File: src/rtl/bcd_scan_driver.sv
// bcd_scan_driver: time-multiplexed BCD digit scanner feeding a seven-segment decoder.
// Holds a packed BCD value, walks one digit per prescaled slot, darkens each slot for
// a guard interval, blanks leading zeros and invalid nibbles, and swaps in new values
// only at frame boundaries so a frame never mixes old and new digits.
module bcd_scan_driver #(
  parameter int unsigned DIGITS     = 4,
  parameter int unsigned PRESCALE   = 50000,
  parameter int unsigned GUARD      = 2,
  parameter int unsigned BLANK_LEAD = 1
) (
  input  logic                  clk,
  input  logic                  rst_n,
  input  logic                  load,
  input  logic [4*DIGITS-1:0]   value_in,
  output logic [3:0]            bcd_out,
  output logic [DIGITS-1:0]     digit_sel,
  output logic                  pending,
  output logic                  err
);

  localparam int unsigned VAL_W = 4 * DIGITS;
  localparam int unsigned IDX_W = (DIGITS > 1) ? $clog2(DIGITS) : 1;
  localparam int unsigned CNT_W = (PRESCALE > 1) ? $clog2(PRESCALE) : 1;

  typedef enum logic {IDLE, SCAN} state_t;

  state_t             state, state_n;
  logic [VAL_W-1:0]   active, active_n;
  logic [VAL_W-1:0]   shadow, shadow_n;
  logic [IDX_W-1:0]   idx, idx_n;
  logic [CNT_W-1:0]   cnt, cnt_n;
  logic               pending_n, err_n;
  logic [3:0]         bcd_n;
  logic [DIGITS-1:0]  sel_n;

  logic               slot_end_c;
  logic               boundary_c;
  logic [DIGITS-1:0]  blank_c;
  logic [3:0]         nib_c;

  // Per-digit blank mask: invalid nibbles, plus leading zeros when enabled.
  function automatic logic [DIGITS-1:0] blank_mask(input logic [VAL_W-1:0] v);
    logic lead;
    blank_mask = '0;
    lead       = 1'b1;
    for (int i = DIGITS - 1; i >= 0; i--) begin
      lead          = lead && (v[4*i +: 4] == 4'd0);
      blank_mask[i] = (v[4*i +: 4] > 4'd9) || ((BLANK_LEAD != 0) && (i != 0) && lead);
    end
  endfunction

  // True when any nibble of the value is not a decimal digit.
  function automatic logic has_bad(input logic [VAL_W-1:0] v);
    has_bad = 1'b0;
    for (int i = 0; i < DIGITS; i++) begin
      if (v[4*i +: 4] > 4'd9) has_bad = 1'b1;
    end
  endfunction

  // State and output registers.
  always_ff @(posedge clk or negedge rst_n) begin
    if (!rst_n) begin
      state     <= IDLE;
      active    <= '0;
      shadow    <= '0;
      idx       <= '0;
      cnt       <= '0;
      pending   <= 1'b0;
      err       <= 1'b0;
      bcd_out   <= 4'd0;
      digit_sel <= '0;
    end else begin
      state     <= state_n;
      active    <= active_n;
      shadow    <= shadow_n;
      idx       <= idx_n;
      cnt       <= cnt_n;
      pending   <= pending_n;
      err       <= err_n;
      bcd_out   <= bcd_n;
      digit_sel <= sel_n;
    end
  end

  // Next-state logic; outputs are derived from the next state so they land with it.
  always_comb begin
    state_n    = state;
    active_n   = active;
    shadow_n   = shadow;
    idx_n      = idx;
    cnt_n      = cnt;
    pending_n  = pending;
    bcd_n      = 4'd0;
    sel_n      = '0;
    nib_c      = 4'd0;
    slot_end_c = (cnt == CNT_W'(PRESCALE - 1));
    boundary_c = slot_end_c && (idx == IDX_W'(DIGITS - 1));

    if (state == IDLE) begin
      if (load) begin
        active_n = value_in;
        state_n  = SCAN;
        idx_n    = '0;
        cnt_n    = '0;
      end
    end else begin
      if (slot_end_c) begin
        cnt_n = '0;
        idx_n = boundary_c ? '0 : IDX_W'(idx + IDX_W'(1));
      end else begin
        cnt_n = CNT_W'(cnt + CNT_W'(1));
      end

      if (boundary_c && load) begin
        active_n  = value_in;
        pending_n = 1'b0;
      end else if (boundary_c && pending) begin
        active_n  = shadow;
        pending_n = 1'b0;
      end else if (load) begin
        shadow_n  = value_in;
        pending_n = 1'b1;
      end
    end

    err_n   = has_bad(active_n);
    blank_c = blank_mask(active_n);

    if (state_n == SCAN) begin
      for (int i = 0; i < DIGITS; i++) begin
        if (idx_n == IDX_W'(i)) nib_c = active_n[4*i +: 4];
      end
      bcd_n = (nib_c > 4'd9) ? 4'd0 : nib_c;
      for (int i = 0; i < DIGITS; i++) begin
        if ((idx_n == IDX_W'(i)) && (cnt_n >= CNT_W'(GUARD)) && !blank_c[i]) sel_n[i] = 1'b1;
      end
    end
  end

endmodule

File: config.mk
export PLATFORM = sky130hd
export DESIGN_NAME = bcd_scan_driver
export DESIGN_NICKNAME = d
export VERILOG_FILES = /design/src/rtl/bcd_scan_driver.sv
export SDC_FILE = /design/constraint.sdc
export NUM_CORES = 1
export LEC_CHECK = 0
export ABC_AREA = 1
export CAP_MARGIN = 20
export CORE_UTILIZATION = 35
export CTS_BUF_LIST = sky130_fd_sc_hd__clkbuf_4
export DETAILED_ROUTE_END_ITERATION = 10
export PLACE_DENSITY = 0.53
export SLEW_MARGIN = 25
export SYNTH_ARGS = -nofsm -noshare
export SYNTH_HDL_FRONTEND = slang
export SYNTH_SLANG_ARGS = --single-unit
export TNS_END_PERCENT = 50
File: constraint.sdc
create_clock -name clk -period 3.8 [get_ports clk]
set_input_delay 0.57 -clock clk [delete_from_list [all_inputs] [get_ports clk]]
set_output_delay 0.57 -clock clk [all_outputs]
set_load 0.05 [all_outputs]
# Word-level counts from Yosys, hierarchy flattened
# Cells that the tools add are included.
# W data, S select, Z words.
[totals]
out_inout_bits = 10
mem_count = 0
reg_bits = 61
mem_bits_ro = 0
elab_cells = 83
latchBits = 0
mem_bits_rw = 0
[op_classes]
n_reduce_logical = 27
n_lt_le_gt_ge = 6
n_shift = 0
n_mul = 0
div_mod_pow = 0
add_sub_neg = 2
muxes = 32
bitwise_logic = 2
eq_ne = 5
[ops]
columns = ["op", "count"]
rows = [
  ["$mux W16", 7],
  ["$mux W4", 8],
  ["$gt A4 B4 Y1 const B", 5],
  ["$add A16 B1 Y16 const B", 1],
  ["$eq A16 B16 Y1 const B", 1],
  ["$ge A16 B2 Y1 const B", 1],
  ["$logic_and A1 B1 Y1", 13],
  ["$mux W1", 13],
  ["$logic_not A4 Y1", 3],
  ["$mux W2", 4],
  ["$eq A2 B2 Y1 const B", 3],
  ["$logic_not A1 Y1", 4],
  ["$reduce_and A4 Y1", 1],
  ["$logic_or A1 B1 Y1", 3],
  ["$reduce_bool A3 Y1", 1],
  ["$add A2 B1 Y2 const B", 1],
  ["$eq A2 B1 Y1 const B", 1],
  ["$logic_not A2 Y1", 1],
  ["$not A1 Y1", 2],
  ["$reduce_and A2 Y1", 1],
]

# Depth between registers and ports, before layout
# Gate-level depths: netlist of run 1.
[depth]
ltp_word = 14
depth_mapped = 16
mapped_depth_nobuf = 16

# Least setup slack after synthesis of run 1
# OpenSTA, ideal clock, no wires.
[synth_timing]
path_kind = "reg2reg"
from = "reg cnt[0]"
to = "reg digit_sel[1]"
synth_period_minus_slack_ns = 2.095
required_time_ns = 3.678
path_stages_with_launch = 16
slack_ns = 1.705
t_arrival_ns = 1.973
n_path_buf = 1
path_cell_list = "dfrtp_1 -> ha_1 -> nand3_1 -> clkinv_1 -> nand2_2 -> nor2_4 -> nand3_4 -> inv_2 -> buf_6 -> o211ai_2 -> a21oi_1 -> nand2_1 -> nor2_1 -> nand3_1 -> nand2_1 -> nor2_1"
[synth_between]
elab_chain_cells = 14
[synth_rtl]
columns = ["item", "line_no", "rtl"]
rows = [
  ["start: declaration", "31", "logic [CNT_W-1:0] cnt, cnt_n;"],
  ["start signal: assignment", "77", "cnt <= cnt_n;"],
  ["parallel branches: the longest is 11 deep, another holds $add A16 B1 Y16", "--", ""],
  ["$logic_and A1 B1 Y1 (*)", "135", "if ((idx_n == IDX_W'(i)) && (cnt_n >= CNT_W'(GUARD)) && !blank_c[i]) sel_n[i] = 1'b1;"],
  ["$mux W1 (*)", "135", ""],
  ["$mux W4 (*)", "129", "if (state_n == SCAN) begin"],
  ["via sel_n[1]", "34", "logic [DIGITS-1:0] sel_n;"],
  ["end signal: assignment", "81", "digit_sel <= sel_n;"],
  ["end: declaration", "16", "output logic [DIGITS-1:0] digit_sel,"],
]
# Mark *: on every way through the listed nets, which the timed path passes.
# A chain may end at the register's enable or synchronous reset.

# Worst setup path after layout of run 1
# Ends and elaborated chain as after synthesis.

==> impl_metrics.env, run 1 <==
export IMPL_synth_area_leaders="dfrtp_1 41%, nand2_1 12%, nor2_1 6.8%"
export IMPL_vias=3397
export IMPL_setup_viol=0
export IMPL_drv_slew=0
export IMPL_pwr_share_comb=0.332
export IMPL_cpMaxStageDelayCell="dfrtp_1"
export IMPL_reg2reg_slack_ps=880
export IMPL_area_growth_pct=13.8
export IMPL_cts_tree="built"
export IMPL_seq_area_frac_synth=0.411
export IMPL_arrival_ps=3270
export IMPL_wl_per_cell_um=15.2
export IMPL_gp_congestion=0.869
export IMPL_viasPerCell=4.98
export IMPL_syn_area_sq_um=3710
export IMPL_postCtsHoldBufs=0
export IMPL_rsz0062_at_grt="no"
export IMPL_crit_type="flop to flop"
export IMPL_status="finished, final reports clean"
export IMPL_start_util=0.360
export IMPL_syn_inst=512
export IMPL_drt_total_wl_mm=10.4
export IMPL_slew_headroom=0.583
export IMPL_grt_pass1_wl_mm=17.2
export IMPL_overflow=0
export IMPL_die_height_um=105
export IMPL_clk_pin_slew_ps=120
export IMPL_ys_types=40
export IMPL_clk_path_buf_depth=2
export IMPL_cp_start_kind="flop"
export IMPL_ys_ff_latch=61
export IMPL_die_w_um=105
export IMPL_drc=0
export IMPL_final_common_cell="nand2_1"
export IMPL_hold_class="primary input to async pin"
export IMPL_syn_nets=533
export IMPL_timing_fmax_mhz=342
export IMPL_highest_layer="met4"
export IMPL_htree_levels=3
export IMPL_clk_latency_ps=430
export IMPL_worst_path_buf_inv=2
export IMPL_hpwl_mm=7.53
export IMPL_cts_sinks=61
export IMPL_grt_max_degree=48
export IMPL_end_kind="flop"
export IMPL_cts_inserted_buffers=9
export IMPL_power_switching_share=0.403
export IMPL_p_int_mw=1.13
export IMPL_met2WireLength_mm=5.14
export IMPL_drt_pass1_iterations=5
export IMPL_synth_warnings=0
export IMPL_timing_setup_tns_ps=0
export IMPL_fin_nets=563
export IMPL_drt_iter0_drc=210
export IMPL_min_period_ps=2920
export IMPL_crit_required_ps=4150
export IMPL_ant_nets=0
export IMPL_core_area_sq_um=10300
export IMPL_p_seq_frac=0.459
export IMPL_grt_pass1_vias=3461
export IMPL_avgSynthCellArea_sq_um=7.25
export IMPL_drive_above_1_share=0.132
export IMPL_fin_total_pwr_mw=1.89
export IMPL_mostFrequentLayoutCells="120 x nand2_1, 67 x nor2_1, 63 x inv_1"
export IMPL_rows=37
export IMPL_power_switching_mw=0.764
export IMPL_clock_root_buffer="clkbuf_4"
export IMPL_wl_met3_um=317
export IMPL_finalHoldViolations=0
export IMPL_yosysTopAreaCell="dfrtp_1"
export IMPL_grt_antenna_before_repair=0
export IMPL_ios=29
export IMPL_yosysTopAreaCellShare=0.411
export IMPL_crit_chain="ha_1 > nand3_1 > clkinv_1 > nand2_2 > nor2_4 > nand3_4 > buf_4 > nand2_1 > nand3_1 > a21oi_1 > nand3_1 > nand2_1 > and3_1 > nand2_1 > nor2_1"
export IMPL_m1WireLength_mm=4.78
export IMPL_path_max_fanout=12
export IMPL_io_buffer_count=28
export IMPL_tightestPinTransition_ps=626
export IMPL_p_leak_nw=2.04
export IMPL_slowest_delay_ps=410
export IMPL_diodes=0
export IMPL_clockPowerShare=0.209
export IMPL_cpLargestDelayFamily="simple AND/OR/NAND/NOR gates"
export IMPL_cap_violations=0
export IMPL_dieArea_sq_um=11000
export IMPL_postCtsResizedCells=0
export IMPL_finalClockSkew_ps=21.5
export IMPL_track_usage=0.205
export IMPL_power_density_nw_per_um2=448
export IMPL_post_cts_setup_buffers=0
export IMPL_min_period_over_period=0.769
export IMPL_vdd_ir_drop_max_uv=190
## power groups by stage
stage | logic (mW) | registers (mW) | clock network [mW]
CTS | 0.630 | 0.869 | 0.414
global placement | 0.630 | 0.882 | 0
global route | 0.705 | 0.886 | 0.438
detailed placement | 0.628 | 0.880 | 0
finish | 0.628 | 0.870 | 0.396
floorplan | 0.389 | 0.923 | 0
## metal layers
| layer | GRT usage | vias to the layer above |
|---|---|---|
| met4 | 0.0724 | 0 |
| met3 | 0.0443 | 16 |
| met1 | 0.246 | 1613 |
| li1 | - | 1707 |
| met2 | 0.360 | 61 |
| met5 | 0 | - |
## metrics by stage
stage,worst slack [ps],cells,utilization,instance area [sq um],hold slack [ps]
6_report,880,682,0.409,4230,149
4_1_cts,867,682,0.409,4230,161
3_5_place_dp,819,667,0.399,4120,480
2_1_floorplan,1700,512,-,3710,274
3_3_place_gp,853,667,0.399,4120,472
5_1_grt,582,682,0.409,4230,185
## final cells by class
class / count / area [sq um]
clock buffers: 12 / 90.1
well taps: 136 / 170
clock inverters: 3 / 13.8
repair buffers: 35 / 330
inverters: 73 / 274
fillers: 1058 / 6100
flip-flops and latches: 61 / 1530
multi-input cells: 362 / 1820
## state kept, by name, indices dropped and copies added, names as in the netlist
signal / flops
active: 16
state: 1
bcd_out: 4
shadow: 16
pending: 1
cnt: 16
err: 1
idx: 2
digit_sel: 4
## worst register-to-register path, stage by stage (launching register included)
cell and delay [ps]:
dfrtp_1 410, ha_1 250, nand3_1 170, clkinv_1 140
nand2_2 80, nor2_4 340, nand3_4 240, buf_4 250
nand2_1 60, nand3_1 80, a21oi_1 220, nand3_1 170
nand2_1 140, and3_1 160, nand2_1 50, nor2_1 100
## kinds of logic (layout without fill, tap and decap cells)
family	count (synthesis)	in the layout	synth area share
DFF	61	61	0.411
xor gates and xnor gates	3	3	0.00708
buffers and inverters	89	123	0.0984
AOI/OAI and AO/OA	77	77	0.124
adders and majority gates	2	2	0.00674
and+or+nand+nor	280	280	0.353
## Yosys cell counts, drive strengths merged
library cell    n
xor2            2
a31oi           3
clkinv          2
nand2         134
nand4          10
nor2           74
or2             1
nor3            9
nand3          45
xnor2           1
ha              2
dfrtp          61
and3            1
buf             9
clkbuf          7
nand3b          3
o22ai          12
a21oi          19
inv            71
o21ai          41
nor4            3
o211ai          2
## worst paths after layout
kind,start,end,cells past startpoint
setup / recovery,cnt[0]$_DFF_PN0_,digit_sel[1]$_DFF_PN0_,15
hold / removal,rst_n,pending$_DFFE_PN0P_,1
setup reg to reg,cnt[0]$_DFF_PN0_,digit_sel[1]$_DFF_PN0_,15
hold reg to reg,shadow[12]$_DFFE_PN0P_,shadow[12]$_DFFE_PN0P_,2
max in group asynchronous,rst_n,active[15]$_DFF_PN0_,2
min in group clk,shadow[12]$_DFFE_PN0P_,shadow[12]$_DFFE_PN0P_,2
No activity file was read; power rests on OpenSTA's default activity.
==> inputs of run 2 (changes only) <==
--- a/config.mk
+++ b/config.mk
@@ -10,7 +10,7 @@
 export CORE_UTILIZATION = 35
 export CTS_BUF_LIST = sky130_fd_sc_hd__clkbuf_4
 export DETAILED_ROUTE_END_ITERATION = 10
-export PLACE_DENSITY = 0.53
+export PLACE_DENSITY = 0.55
 export SLEW_MARGIN = 25
 export SYNTH_ARGS = -nofsm -noshare
 export SYNTH_HDL_FRONTEND = slang
==> constraint.sdc (replaced) <==
create_clock -name clk -period 2.67 [get_ports clk]
set_input_delay 0.4005 -clock clk [delete_from_list [all_inputs] [get_ports clk]]
set_output_delay 0.4005 -clock clk [all_outputs]
set_load 0.05 [all_outputs]
==> run 2 against run 1 <==
Worst setup slack got worse by 640 ps. Flip-flop and latch count unchanged. Highest routed layer unchanged. Clock skew increased by 5.4 ps. Sequential power increased by 43%. Total power increased by 47%. Utilization increased by 1.6 points.
==> impl_metrics.env, run 2 (synthesized netlist as in run 1, its figures left out) <==
export IMPL_drc=0
export IMPL_ios=29
export IMPL_io_buffer_count=28
export IMPL_stdcell_area_sq_um=4400
export IMPL_rows=37
export IMPL_hold_class="primary input to async pin"
export IMPL_cap_violations=0
export IMPL_slowest_delay_ps=400
export IMPL_clk_path_buf_depth=2
export IMPL_power_density_nw_per_um2=635
export IMPL_worst_path_most_repeated_cell="nor2_1"
export IMPL_crit_chain="ha_2 > nand3_1 > clkinv_1 > nand2_2 > nor2_4 > buf_4 > nand3_4 > buf_4 > nand3_1 > a21oi_2 > nor2_1 > nor2_1 > nor2_1 > nor2_1 > a21oi_2"
export IMPL_status="finished, final reports clean"
export IMPL_gp_congestion=0.849
export IMPL_placed_cell_area_sq_um=4200
export IMPL_htree_levels=3
export IMPL_cts_tree="built"
export IMPL_setup_viol=0
export IMPL_vdd_ir_drop_max_uv=280
export IMPL_worst_slack_ps=239
export IMPL_pre_cts_ws_ps=152
export IMPL_min_period_ps=2430
export IMPL_core_area_sq_um=10300
export IMPL_clock_root_buffer="clkbuf_4"
export IMPL_wl_per_cell_um=14.7
export IMPL_finalNonFillerCells=699
export IMPL_p_leak_nw=2.12
export IMPL_cp_start_kind="flop"
export IMPL_end_kind="flop"
export IMPL_grt_pass1_wl_mm=17.8
export IMPL_drive_above_1_share=0.162
export IMPL_path_max_fanout=16
export IMPL_drv_slew=0
export IMPL_grt_pass1_vias=3565
export IMPL_cpMaxStageDelayCell="dfrtp_1"
export IMPL_timing_setup_tns_ps=0
export IMPL_die_height_um=105
export IMPL_tightestPinTransition_ps=554
export IMPL_ant_nets=0
export IMPL_largest_registers="active: 16 flops, cnt: 16 flops, shadow: 16 flops"
export IMPL_viasPerCell=4.96
export IMPL_dp_cells=677
export IMPL_dieArea_sq_um=11000
export IMPL_mostFrequentLayoutCells="120 x nand2_1, 67 x nor2_1, 63 x inv_1"
export IMPL_drt_iter0_drc=159
export IMPL_area_growth_pct=18.4
export IMPL_worst_path_buf_inv=3
export IMPL_drt_pass1_iterations=5
export IMPL_overflow=0
export IMPL_die_w_um=105
export IMPL_crit_type="flop to flop"
export IMPL_drt_total_wl_mm=10.2
export IMPL_fin_nets=579
export IMPL_cpLargestDelayFamily="simple AND/OR/NAND/NOR gates"
export IMPL_clk_latency_ps=440
export IMPL_finalClockSkew_ps=27.0
export IMPL_cts_sinks=61
export IMPL_fin_total_pwr_mw=2.79
export IMPL_final_common_cell="nand2_1"
export IMPL_arrival_ps=2760
export IMPL_finalHoldViolations=0
export IMPL_grt_antenna_before_repair=0
export IMPL_rsz0062_at_grt="no"
export IMPL_clk_pin_slew_ps=130
export IMPL_cts_inserted_buffers=9
export IMPL_min_period_over_period=0.910
export IMPL_track_usage=0.207
export IMPL_hpwl_mm=7.38
export IMPL_diodes=0
export IMPL_grt_max_degree=39
export IMPL_crit_required_ps=3000
export IMPL_vias=3467
export IMPL_timing_fmax_mhz=411
export IMPL_start_util=0.360
export IMPL_slew_headroom=0.631
## run 2: path summary, 6_finish.rpt
path / startpoint / to / slack (ps) / depth (start not counted)
max in group asynchronous: rst_n / shadow[14]$_DFFE_PN0P_ / 1590 / 3
max: cnt[0]$_DFF_PN0_ / bcd_out[0]$_DFF_PN0_ / 240 / 15
min in group clk: shadow[12]$_DFFE_PN0P_ / shadow[12]$_DFFE_PN0P_ / 500 / 2
max reg2reg: cnt[0]$_DFF_PN0_ / bcd_out[0]$_DFF_PN0_ / 240 / 15
min: rst_n / shadow[5]$_DFFE_PN0P_ / 470 / 2
min reg2reg: shadow[12]$_DFFE_PN0P_ / shadow[12]$_DFFE_PN0P_ / 500 / 2
## run 2: stage by stage
step	hold WS [ps]	util
2_1_floorplan	105	-
3_3_place_gp	466	0.406
3_5_place_dp	477	0.406
4_1_cts	115	0.419
5_1_grt	499	0.426
6_report	470	0.426
## run 2: layout make-up
cell class / instances / area (sq um)
Clock buffer: 9 / 67.6
Multi-Input combinational cell: 362 / 1840
Fill cell: 1040 / 5930
Tap cell: 136 / 170
Clock inverter: 7 / 65.1
Sequential cell: 61 / 1530
Timing Repair Buffer: 51 / 453
Inverter: 73 / 277
## run 2: what timing repair did
action                     CTS  global route
setup endpoints to repair    0             8
hold buffers                 0             1
hold endpoints to repair     0            36
gates resized for setup      0             7
buffers inserted             0             5
## run 2: power by group
part	switching (mW)	leakage, nW	internal (mW)
Clock	0.370	0.0751	0.281
Combinational	0.584	1.32	0.318
Sequential	0.149	0.730	1.09
Total	1.10	2.12	1.69
## run 2: worst reg2reg max path, stage by stage, from the launching register on
cell and delay, ps:
dfrtp_1 400, ha_2 210, nand3_1 130, clkinv_1 160, nand2_2 120, nor2_4 60
buf_4 150, nand3_4 180, buf_4 160, nand3_1 90, a21oi_2 260, nor2_1 70
nor2_1 100, nor2_1 60, nor2_1 130, a21oi_2 40
## run 2: routing by layer
layer	wire, um	track usage	up-vias	share of wire
met5	0	0	-	0
met4	216	0.0785	0	0.021
met3	314	0.0468	16	0.031
met2	5090	0.355	70	0.50
met1	4630	0.253	1640	0.45
li1	-	-	1741	-
==> inputs of run 3 (changes only) <==
--- a/config.mk
+++ b/config.mk
@@ -7,6 +7,7 @@
 export LEC_CHECK = 0
 export ABC_AREA = 1
 export CAP_MARGIN = 20
+export CORE_MARGIN = 4
 export CORE_UTILIZATION = 35
 export CTS_BUF_LIST = sky130_fd_sc_hd__clkbuf_4
 export DETAILED_ROUTE_END_ITERATION = 10
==> run 3 against run 2 <==
Final cell count shrank 0.72%. First-iteration DRC count up 21%. Sequential share of layout area up 0.22 points. Combinational power is 0.8% higher. Clock skew fell by 9.0 ps. Register-to-register slack worse by 40 ps. Critical path type unchanged. Critical endpoint unchanged.
==> impl_metrics.env, run 3 (synthesized netlist as in run 1, its figures left out) <==
export IMPL_grt_pass1_vias=3480
export IMPL_final_common_cell="nand2_1"
export IMPL_arrival_ps=2770
export IMPL_clk_path_buf_depth=2
export IMPL_grt_pass1_wl_mm=17.5
export IMPL_drv_slew=0
export IMPL_mostFrequentLayoutCells="119 x nand2_1, 67 x nor2_1, 63 x inv_1"
export IMPL_timing_fmax_mhz=405
export IMPL_grtUsageMet2=0.300
export IMPL_pre_cts_ws_ps=175
export IMPL_p_int_mw=1.60
export IMPL_p_leak_nw=2.10
export IMPL_holdWs_ps=476
export IMPL_dieArea_sq_um=12300
export IMPL_r2r_start="cnt[0]$_DFF_PN0_"
export IMPL_diodes=0
export IMPL_min_period_ps=2470
export IMPL_fin_total_pwr_mw=2.69
export IMPL_pwr_share_comb=0.339
export IMPL_hpwl_mm=7.64
export IMPL_worst_path_buf_inv=2
export IMPL_drt_total_wl_mm=10.3
export IMPL_cts_tree="built"
export IMPL_core_area_sq_um=10300
export IMPL_setup_worst_path_start="cnt[0]$_DFF_PN0_"
export IMPL_min_period_over_period=0.925
export IMPL_path_max_fanout=12
export IMPL_end_kind="flop"
export IMPL_worst_path_stages=15
export IMPL_gp_congestion=0.891
export IMPL_ant_nets=0
export IMPL_power_switching_share=0.404
export IMPL_multiInputGateArea_sq_um=1830
export IMPL_drc=0
export IMPL_grt_busiest_layer="met2"
export IMPL_area_growth_pct=17.6
export IMPL_drt_iter0_drc=192
export IMPL_fin_util=0.423
export IMPL_vdd_ir_drop_max_uv=326
export IMPL_cpLargestDelayFamily="simple AND/OR/NAND/NOR gates"
export IMPL_setup_viol=0
export IMPL_seq_area_sq_um=1530
export IMPL_ios=29
export IMPL_placed_cell_area_sq_um=4240
export IMPL_clock_root_buffer="clkbuf_4"
export IMPL_rsz0062_at_grt="no"
export IMPL_power_switching_mw=1.09
export IMPL_largest_registers="active: 16 flops, cnt: 16 flops, shadow: 16 flops"
export IMPL_worst_slack_ps=200
export IMPL_regToRegEndpoint="bcd_out[0]$_DFF_PN0_"
export IMPL_finalHoldViolations=0
export IMPL_track_usage=0.177
export IMPL_clk_latency_ps=420
export IMPL_fillCellCount=1068
export IMPL_finalClockSkew_ps=18.0
export IMPL_cpMaxStageDelayCell="dfrtp_1"
export IMPL_fin_nets=575
export IMPL_reg2reg_slack_ps=200
export IMPL_cp_start_kind="flop"
export IMPL_slew_headroom=0.654
export IMPL_crit_required_ps=2970
export IMPL_start_util=0.360
export IMPL_die_w_um=111
export IMPL_overflow=0
export IMPL_use_met1=0.217
export IMPL_crit_type="flop to flop"
export IMPL_crit_end="bcd_out[0]$_DFF_PN0_"
export IMPL_htree_levels=3
export IMPL_finalNonFillerCells=694
export IMPL_clk_pin_slew_ps=110
export IMPL_cap_violations=0
export IMPL_hold_class="primary input to async pin"
export IMPL_grt_max_degree=43
export IMPL_slowest_delay_ps=390
export IMPL_drt_pass1_iterations=5
export IMPL_clockPowerShare=0.200
export IMPL_cts_inserted_buffers=9
export IMPL_status="finished, final reports clean"
export IMPL_cts_sinks=61
export IMPL_tightestPinTransition_ps=519
export IMPL_viasPerCell=4.98
export IMPL_io_buffer_count=28
export IMPL_met3_usage=0.0398
export IMPL_r2r_cells=15
export IMPL_crit_chain="ha_1 > nand3_1 > clkinv_1 > nand2_2 > nor2_4 > nand3_4 > buf_12 > nand2_1 > nand3_1 > a21oi_1 > nor2_1 > nor2_1 > nor2_1 > nor2_1 > a21oi_2"
export IMPL_rows=37
export IMPL_wl_per_cell_um=14.9
export IMPL_p_seq_frac=0.461
export IMPL_timing_setup_tns_ps=0
export IMPL_post_cts_setup_buffers=0
export IMPL_drive_above_1_share=0.154
export IMPL_stdcell_area_sq_um=4370
export IMPL_power_density_nw_per_um2=615
export IMPL_vias=3454
export IMPL_grt_antenna_before_repair=0
export IMPL_die_height_um=111
export IMPL_dp_cells=678
export IMPL_worst_path_most_repeated_cell="nor2_1"
==> run 3: power by group through the flow <==
stage	Combinational (mW)	Sequential, mW	Clock [mW]
2_1_floorplan	0.554	1.31	0
3_3_place_gp	0.899	1.26	0
3_5_place_dp	0.907	1.25	0
4_1_cts	0.910	1.24	0.569
5_1_grt	1.03	1.27	0.609
6_report	0.909	1.24	0.537
==> run 3: worst min path at each step <==
| stage | endpoint | depth (start not counted) |
|---|---|---|
| 6_report | shadow[0]$_DFFE_PN0P_ | 2 |
| 5_1_grt | shadow[0]$_DFFE_PN0P_ | 2 |
| 4_1_cts | shadow[0]$_DFFE_PN0P_ | 2 |
| 3_5_place_dp | pending$_DFFE_PN0P_ | 1 |
| 3_3_place_gp | pending$_DFFE_PN0P_ | 1 |
| 2_1_floorplan | active[0]$_DFF_PN0_ | 0 |
==> run 3: cell type report <==
type,count,area share
Clock buffer,10,0.0172
Tap cell,136,0.0390
Timing Repair Buffer,47,0.105
Clock inverter,5,0.00659
Multi-Input combinational cell,362,0.420
Inverter,73,0.0633
Sequential cell,61,0.349
==> run 3: timing repair <==
item / in CTS / in global routing
setup endpoints to repair: 0 / 3
hold buffers: 1 / 0
resized for setup: 0 / 5
hold endpoints to repair: 19 / 0
==> run 3: worst register-to-register path, stage by stage, from the launching register on <==
cell      delay, ps
dfrtp_1         390
ha_1            250
nand3_1         160
clkinv_1        130
nand2_2          70
nor2_4          190
nand3_4         140
buf_12          190
nand2_1          60
nand3_1          70
a21oi_1         300
nor2_1           80
nor2_1          110
nor2_1           70
nor2_1          120
a21oi_2          40
==> run 3: metal layers <==
metal | share of wire | wire length [um]
met3 | 0.040 | 411
met2 | 0.48 | 5000
met4 | 0.022 | 232
met1 | 0.45 | 4710
met5 | 0 | 0
